File: src/rtl/core_pkg.sv
// core_pkg: shared constants, fetch FSM states and the offset helper
// used by the fetch stage and its next-PC adder.
package core_pkg;

  localparam logic [3:0] BR_CLASS = 4'hC;

  typedef enum logic {
    FETCH,
    VALID
  } fetch_state_e;

  function automatic logic [15:0] sext8(input logic [7:0] off);
    return {{8{off[7]}}, off};
  endfunction

endpackage

File: src/rtl/fetch_unit_if.sv
// fetch_unit_if: instruction-memory handshake plus the decode-side
// bundle (opCode, instr_valid, instr_pc, stall, BR).
interface fetch_unit_if #(
  parameter int PC_W = 16
);

  logic            imem_req;
  logic [PC_W-1:0] imem_addr;
  logic            imem_ack;
  logic [15:0]     imem_rdata;
  logic [15:0]     opCode;
  logic            instr_valid;
  logic [PC_W-1:0] instr_pc;
  logic            stall;
  logic            BR;

  modport master (
    output imem_req,
    output imem_addr,
    input  imem_ack,
    input  imem_rdata,
    output opCode,
    output instr_valid,
    output instr_pc,
    input  stall,
    input  BR
  );

  modport slave (
    input  imem_req,
    input  imem_addr,
    output imem_ack,
    output imem_rdata,
    input  opCode,
    input  instr_valid,
    input  instr_pc,
    output stall,
    output BR
  );

endinterface

File: src/rtl/fetch_nextpc.sv
// fetch_nextpc: combinational successor PC for the current opCode.
// Also used by debug/trace to report the branch destination.
module fetch_nextpc
  import core_pkg::*;
#(
  parameter int PC_W = 16
) (
  input  logic [PC_W-1:0] instr_pc,
  input  logic [15:0]     opCode,
  input  logic            BR,
  output logic [PC_W-1:0] next_pc
);

  logic            taken;
  logic [PC_W-1:0] off;
  logic            unused_cond;

  // Condition field is evaluated by the branch evaluator, not here
  assign unused_cond = ^opCode[11:8];

  // Sequential successor plus signed offset for a taken branch
  always_comb begin
    taken   = BR && (opCode[15:12] == BR_CLASS);
    off     = '0;
    if (taken)
      off = PC_W'($signed(sext8(opCode[7:0])));
    next_pc = instr_pc + PC_W'(1) + off;
  end

endmodule

File: src/rtl/fetch_unit.sv
// fetch_unit: PC, imem req/ack handshake and instruction register.
// Optional one-entry prefetch buffer: define FETCH_PREFETCH_EN.
module fetch_unit
  import core_pkg::*;
#(
  parameter int              PC_W     = 16,
  parameter logic [PC_W-1:0] RESET_PC = '0
) (
  input logic          clk,
  input logic          rst,
  fetch_unit_if.master bus
);

  fetch_state_e    state;
  logic            req;
  logic [PC_W-1:0] addr;
  logic [15:0]     op;
  logic            vld;
  logic [PC_W-1:0] pc;
  logic [PC_W-1:0] next_pc;
  logic            consume;

  assign bus.imem_req    = req;
  assign bus.imem_addr   = addr;
  assign bus.opCode      = op;
  assign bus.instr_valid = vld;
  assign bus.instr_pc    = pc;

  assign consume = vld && !bus.stall;

  fetch_nextpc #(
    .PC_W(PC_W)
  ) u_nextpc (
    .instr_pc(pc),
    .opCode  (op),
    .BR      (bus.BR),
    .next_pc (next_pc)
  );

`ifdef FETCH_PREFETCH_EN

  logic            ack;
  logic            taken;
  logic            buf_vld;
  logic [15:0]     buf_op;
  logic [PC_W-1:0] buf_pc;
  logic            discard;
  logic [PC_W-1:0] redir;

  assign ack   = req && bus.imem_ack;
  assign taken = bus.BR && (op[15:12] == BR_CLASS);

  // Fetch FSM; VALID keeps fetching pc+1 into a one-entry buffer.
  // A stale prefetch still in flight at a redirect is drained first.
  always_ff @(posedge clk or posedge rst) begin
    if (rst) begin
      state   <= FETCH;
      req     <= 1'b0;
      addr    <= RESET_PC;
      op      <= '0;
      vld     <= 1'b0;
      pc      <= '0;
      buf_vld <= 1'b0;
      buf_op  <= '0;
      buf_pc  <= '0;
      discard <= 1'b0;
      redir   <= '0;
    end else begin
      unique case (state)
        FETCH: begin
          if (!req) begin
            req <= 1'b1;
          end else if (bus.imem_ack) begin
            if (discard) begin
              discard <= 1'b0;
              addr    <= redir;
            end else begin
              op    <= bus.imem_rdata;
              pc    <= addr;
              vld   <= 1'b1;
              addr  <= addr + PC_W'(1);
              state <= VALID;
            end
          end
        end
        VALID: begin
          if (consume) begin
            if (taken) begin
              vld     <= 1'b0;
              buf_vld <= 1'b0;
              state   <= FETCH;
              if (req && !bus.imem_ack) begin
                discard <= 1'b1;
                redir   <= next_pc;
              end else begin
                addr <= next_pc;
                req  <= 1'b1;
              end
            end else if (buf_vld) begin
              op      <= buf_op;
              pc      <= buf_pc;
              buf_vld <= 1'b0;
              addr    <= buf_pc + PC_W'(1);
              req     <= 1'b1;
            end else if (ack) begin
              op   <= bus.imem_rdata;
              pc   <= addr;
              addr <= addr + PC_W'(1);
            end else begin
              vld   <= 1'b0;
              state <= FETCH;
            end
          end else if (ack) begin
            buf_op  <= bus.imem_rdata;
            buf_pc  <= addr;
            buf_vld <= 1'b1;
            req     <= 1'b0;
          end
        end
      endcase
    end
  end

`else

  // Fetch FSM: one outstanding request, then hold until consumed
  always_ff @(posedge clk or posedge rst) begin
    if (rst) begin
      state <= FETCH;
      req   <= 1'b0;
      addr  <= RESET_PC;
      op    <= '0;
      vld   <= 1'b0;
      pc    <= '0;
    end else begin
      unique case (state)
        FETCH: begin
          if (!req) begin
            req <= 1'b1;
          end else if (bus.imem_ack) begin
            op    <= bus.imem_rdata;
            pc    <= addr;
            vld   <= 1'b1;
            req   <= 1'b0;
            state <= VALID;
          end
        end
        VALID: begin
          if (consume) begin
            vld   <= 1'b0;
            addr  <= next_pc;
            req   <= 1'b1;
            state <= FETCH;
          end
        end
      endcase
    end
  end

`endif

endmodule

File: src/flat_wrapper.sv
// flat-port wrapper written by rule: the top's interface ports become plain ports
module fetch_unit_flat import core_pkg::*;
#(
  parameter int              PC_W     = 16,
  parameter logic [PC_W-1:0] RESET_PC = '0
)
  (clk, rst, bus_imem_req, bus_imem_addr, bus_imem_ack, bus_imem_rdata, bus_opCode, bus_instr_valid, bus_instr_pc, bus_stall, bus_BR);
  fetch_unit_if #(.PC_W(PC_W)) bus_i ();
  input logic clk;
  input logic rst;
  output wire logic [$bits(bus_i.imem_req)-1:0] bus_imem_req;
  output wire logic [$bits(bus_i.imem_addr)-1:0] bus_imem_addr;
  input wire logic [$bits(bus_i.imem_ack)-1:0] bus_imem_ack;
  input wire logic [$bits(bus_i.imem_rdata)-1:0] bus_imem_rdata;
  output wire logic [$bits(bus_i.opCode)-1:0] bus_opCode;
  output wire logic [$bits(bus_i.instr_valid)-1:0] bus_instr_valid;
  output wire logic [$bits(bus_i.instr_pc)-1:0] bus_instr_pc;
  input wire logic [$bits(bus_i.stall)-1:0] bus_stall;
  input wire logic [$bits(bus_i.BR)-1:0] bus_BR;
  assign bus_imem_req = bus_i.imem_req;
  assign bus_imem_addr = bus_i.imem_addr;
  assign bus_i.imem_ack = bus_imem_ack;
  assign bus_i.imem_rdata = bus_imem_rdata;
  assign bus_opCode = bus_i.opCode;
  assign bus_instr_valid = bus_i.instr_valid;
  assign bus_instr_pc = bus_i.instr_pc;
  assign bus_i.stall = bus_stall;
  assign bus_i.BR = bus_BR;
  fetch_unit #(.PC_W(PC_W), .RESET_PC(RESET_PC)) u_core (.clk(clk), .rst(rst), .bus(bus_i));
endmodule
File: config.mk
export PLATFORM = sky130hd
export DESIGN_NAME = fetch_unit_flat
export DESIGN_NICKNAME = d
export VERILOG_FILES = /design/src/rtl/core_pkg.sv /design/src/rtl/fetch_unit_if.sv /design/src/rtl/fetch_nextpc.sv /design/src/rtl/fetch_unit.sv /design/src/flat_wrapper.sv
export SDC_FILE = /design/constraint.sdc
export NUM_CORES = 1
export LEC_CHECK = 0
export CAP_MARGIN = 20
export CORE_ASPECT_RATIO = 1.25
export CORE_MARGIN = 4
export CORE_UTILIZATION = 45
export CTS_CLUSTER_SIZE = 10
export DETAILED_ROUTE_END_ITERATION = 10
export DONT_BUFFER_PORTS = 1
export GPL_TIMING_DRIVEN = 0
export PLACE_DENSITY = 0.64
export SETUP_SLACK_MARGIN = 0.1
export SLEW_MARGIN = 20
export SYNTH_ARGS = -nofsm -noshare
export SYNTH_HDL_FRONTEND = slang
export SYNTH_HIERARCHICAL = 1
export SYNTH_SLANG_ARGS = --single-unit
File: constraint.sdc
create_clock -name clk -period 3.7 [get_ports clk]
set_input_delay 0.37 -clock clk [delete_from_list [all_inputs] [get_ports clk]]
set_output_delay 0.37 -clock clk [all_outputs]
set_load 0.01 [all_outputs]
==> metrics.txt, run 1 <==
outcome=finished, final reports clean; share of flip-flops with an asynchronous set or reset=100%; Setup Viol. Count Final=0; first-pass GRT wire length=8620 um; routed via count=between 1,500 and 2,000; Pwr Density=slightly above 300 nW/um2; Mapped Avg Cell Area=around 14 um2; actual slew at the worst max-slew pin=about 0.54 ns; DRC errors left=0; Nets=between 200 and 250; largest cells by area after synthesis=dfrtp_1 46%, mux2_4 15%, mux2_2 8.2%, ha_1 3.2%, mux2i_1 2.9%; Max clock buf depth=2; Synth Instances=199; Mapped Nets=approximately 230; post-cts resize count=0; minimum clock period=3.19 ns; clock skew=between 0.006 and 0.007 ns; initial antenna violation count=0; data required time of the worst path=just under 4 ns; # clock sinks=51; CTS tree=done; 1st-iter DRT viols=slightly above 40; post-synth top area share=around 46%; global route overflow=0; Final TNS setup=0 ns; Yosys reg bits=around 50; Mapped Area=about 2800 um2; # IOs=71; Critical Path AT=approximately 3.4 ns; period utilisation layout=between 80 and 90%; DR WL/cell=about 18 um; Post-synth top flop=dfrtp_1; leading area contributor after synthesis=dfrtp_1; fillers=roughly 520; Die Wd=around 78 um; CORE AREA=between 5000 and 6000 um2; R2R depth=9; FF-to-FF setup slack=0.51 ns; # hold bufs at CTS=1; worst setup path class=flop to flop; count of final hold-check violations=0; Layout area overhead=8.41%; IO buf count=0; depth of the worst hold-timing path=2; largest net degree at the start of global routing=28; Final ANT Viol Nets=0; DIE AREA=~7400 um2; vias in the first global route=about 1,700; CTS root buf=clkbuf_8; Worst R2R Start=u_core/bus.opCode[13]; RSZ-0062 raised after global routing=no; Slew HR=a little under two thirds; YS warnings=6; Hold WC Path Type=input port to flop; total wire length=~5200 um; Post-synth EDFFs=0; fmax=~310 MHz; First-pass DRT Iterations=3; Worst-path clk slew=0.10 ns; Initial Util=a little under half; Detail Placement HPWL=between 3000 and 4000 um; P_leak=approximately 0.0017 uW; htree depth=2; share of layout cells above drive strength 1=a little under 40%; PnR Total Power=918 uW; post-synth cell types=39; Hold EP=u_core/bus.instr_valid; gr usage total=between 10 and 15%; Clk Latency, worst-skew pair=roughly 0.30 ns; cts bufs inserted=5; placed cell area=around 2900 um2; Crit Path Max Fanout=10; via density per instance=5.34; CP endpoint kind=flop; gpl congestion=between 0.7 and 0.8; Worst VDD drop=around 170 uV; # diodes=0; Setup Buffers After CTS=0; min-delay src=bus_stall; Finished Cell Area=2980 um2; Max Slew Vio Count=0; FF-to-FF End=u_core/bus.imem_addr[15]; Max Cap Viol=0; die height=95.4 um; element type at the critical path start=flop; row cnt=31; sequential fraction of the synthesis area=46.4%
-- cells in the mapped netlist (2+ instances only) --
cell	instances
mux2_2	20
a211oi_1	2
o31a_1	3
and3_2	7
nand3b_4	2
o21a_1	4
nor2_1	8
and3_1	3
dfrtp_1	51
ha_1	7
or3_1	2
buf_6	3
a21oi_1	2
mux2i_1	8
mux2_4	28
nand2_1	5
inv_1	6
o21ai_0	4
nand3_1	3
nor2b_1	2
xor2_1	8
xnor2_1	4
-- critical path, cell delays in order (launching register included) --
cell     delay, ns
dfrtp_1       0.47
nor3b_4       0.51
and3_2        0.30
ha_1          0.22
nor2b_1       0.13
o31a_1        0.30
o32ai_4       0.45
mux2i_1       0.32
xor2_1        0.11
mux2_2        0.27
-- metrics by stage --
step / hold WS, ns / utilization, % / setup WS [ns] / instances
final: 0.202 / 51.0 / 0.509 / 291
after global placement: 0.501 / 48.8 / 0.460 / 281
after detailed placement: 0.333 / 49.1 / 0.465 / 282
after CTS: 0.176 / 51.0 / 0.467 / 291
after global routing: 0.180 / 51.0 / 0.329 / 291
after floorplan: 0.491 / - / 0.942 / 199
-- metal layers --
metal | wire [um] | track usage (%)
met5 | 0 | 0
met4 | 62 | 3.94
met3 | 345 | 5.20
met2 | 2650 | 25.4
met1 | 2140 | 17.9
-- sequential cells by signal, indices dropped and copies added, names as in the netlist --
register / flops
u_core/bus.instr_valid: 1
u_core/bus.instr_pc: 16
u_core/bus.opCode: 16
u_core/bus.imem_addr: 16
u_core/bus.imem_req: 1
u_core/state: 1
-- cells in the final DEF (no fill, tap or decap), drive strengths merged, types with 2 or more instances in the layout --
cell	n
dfrtp	51
mux2	48
and3	10
mux2i	8
xor2	8
nor2	8
clkbuf	7
ha	7
inv	6
nand2	5
buf	5
o21ai	4
o21a	4
xnor2	4
or3	4
o31a	3
nand3	3
nand3b	2
nor2b	2
a21oi	2
a211oi	2
nand4	2
-- layout make-up --
| class | instances | area, um2 | area share, % |
|---|---|---|---|
| buffer | 5 | 55.1 | 1.84 |
| clock buffer | 6 | 82.6 | 2.77 |
| clock inverter | 2 | 16.3 | 0.545 |
| inverter | 6 | 22.5 | 0.755 |
| multi-input combinational | 137 | 1400 | 46.9 |
| sequential | 51 | 1280 | 42.8 |
| tap | 82 | 103 | 3.44 |
| timing repair buffer | 2 | 30.0 | 1.01 |
-- worst max-delay path by stage --
| stage | slack [ns] | from | to | depth (start not counted) |
|---|---|---|---|---|
| 2_1_floorplan | 0.94 | u_core/bus.opCode[13] | u_core/bus.imem_addr[9] | 9 |
| 3_3_place_gp | 0.46 | u_core/bus.opCode[13] | u_core/bus.imem_addr[15] | 9 |
| 3_5_place_dp | 0.46 | u_core/bus.opCode[13] | u_core/bus.imem_addr[15] | 9 |
| 4_1_cts | 0.47 | u_core/bus.opCode[13] | u_core/bus.imem_addr[15] | 9 |
| 5_1_grt | 0.33 | u_core/bus.opCode[13] | u_core/bus.imem_addr[15] | 9 |
| 6_report | 0.51 | u_core/bus.opCode[13] | u_core/bus.imem_addr[15] | 9 |
-- cell families after synthesis --
kind of cell / after synthesis / share of synthesized area, %
adders and majority gates: 8 / 3.91
and+or+nand+nor: 42 / 10.9
muxes: 56 / 26.4
DFF: 51 / 46.4
buffers and inverters: 11 / 2.82
xor gates and xnor gates: 12 / 3.82
AOI/OAI and AO/OA: 19 / 5.86
-- power by group --
part | switching [uW] | leakage [uW] | internal, uW
clock network | 190 | 0.0000474 | 153
registers | 0 | 0.000708 | 557
logic | 13.2 | 0.000895 | 4.86
total | 203 | 0.00165 | 715
Power figures use the tool's default switching activity.
==> run 2: changes to the inputs <==
- CTS_BUF_LIST: unset -> sky130_fd_sc_hd__clkbuf_8
- SETUP_SLACK_MARGIN: 0.1 -> 0.3
==> results of run 2 <==
Final layout, timing and power as in run 1 (identical DEF).
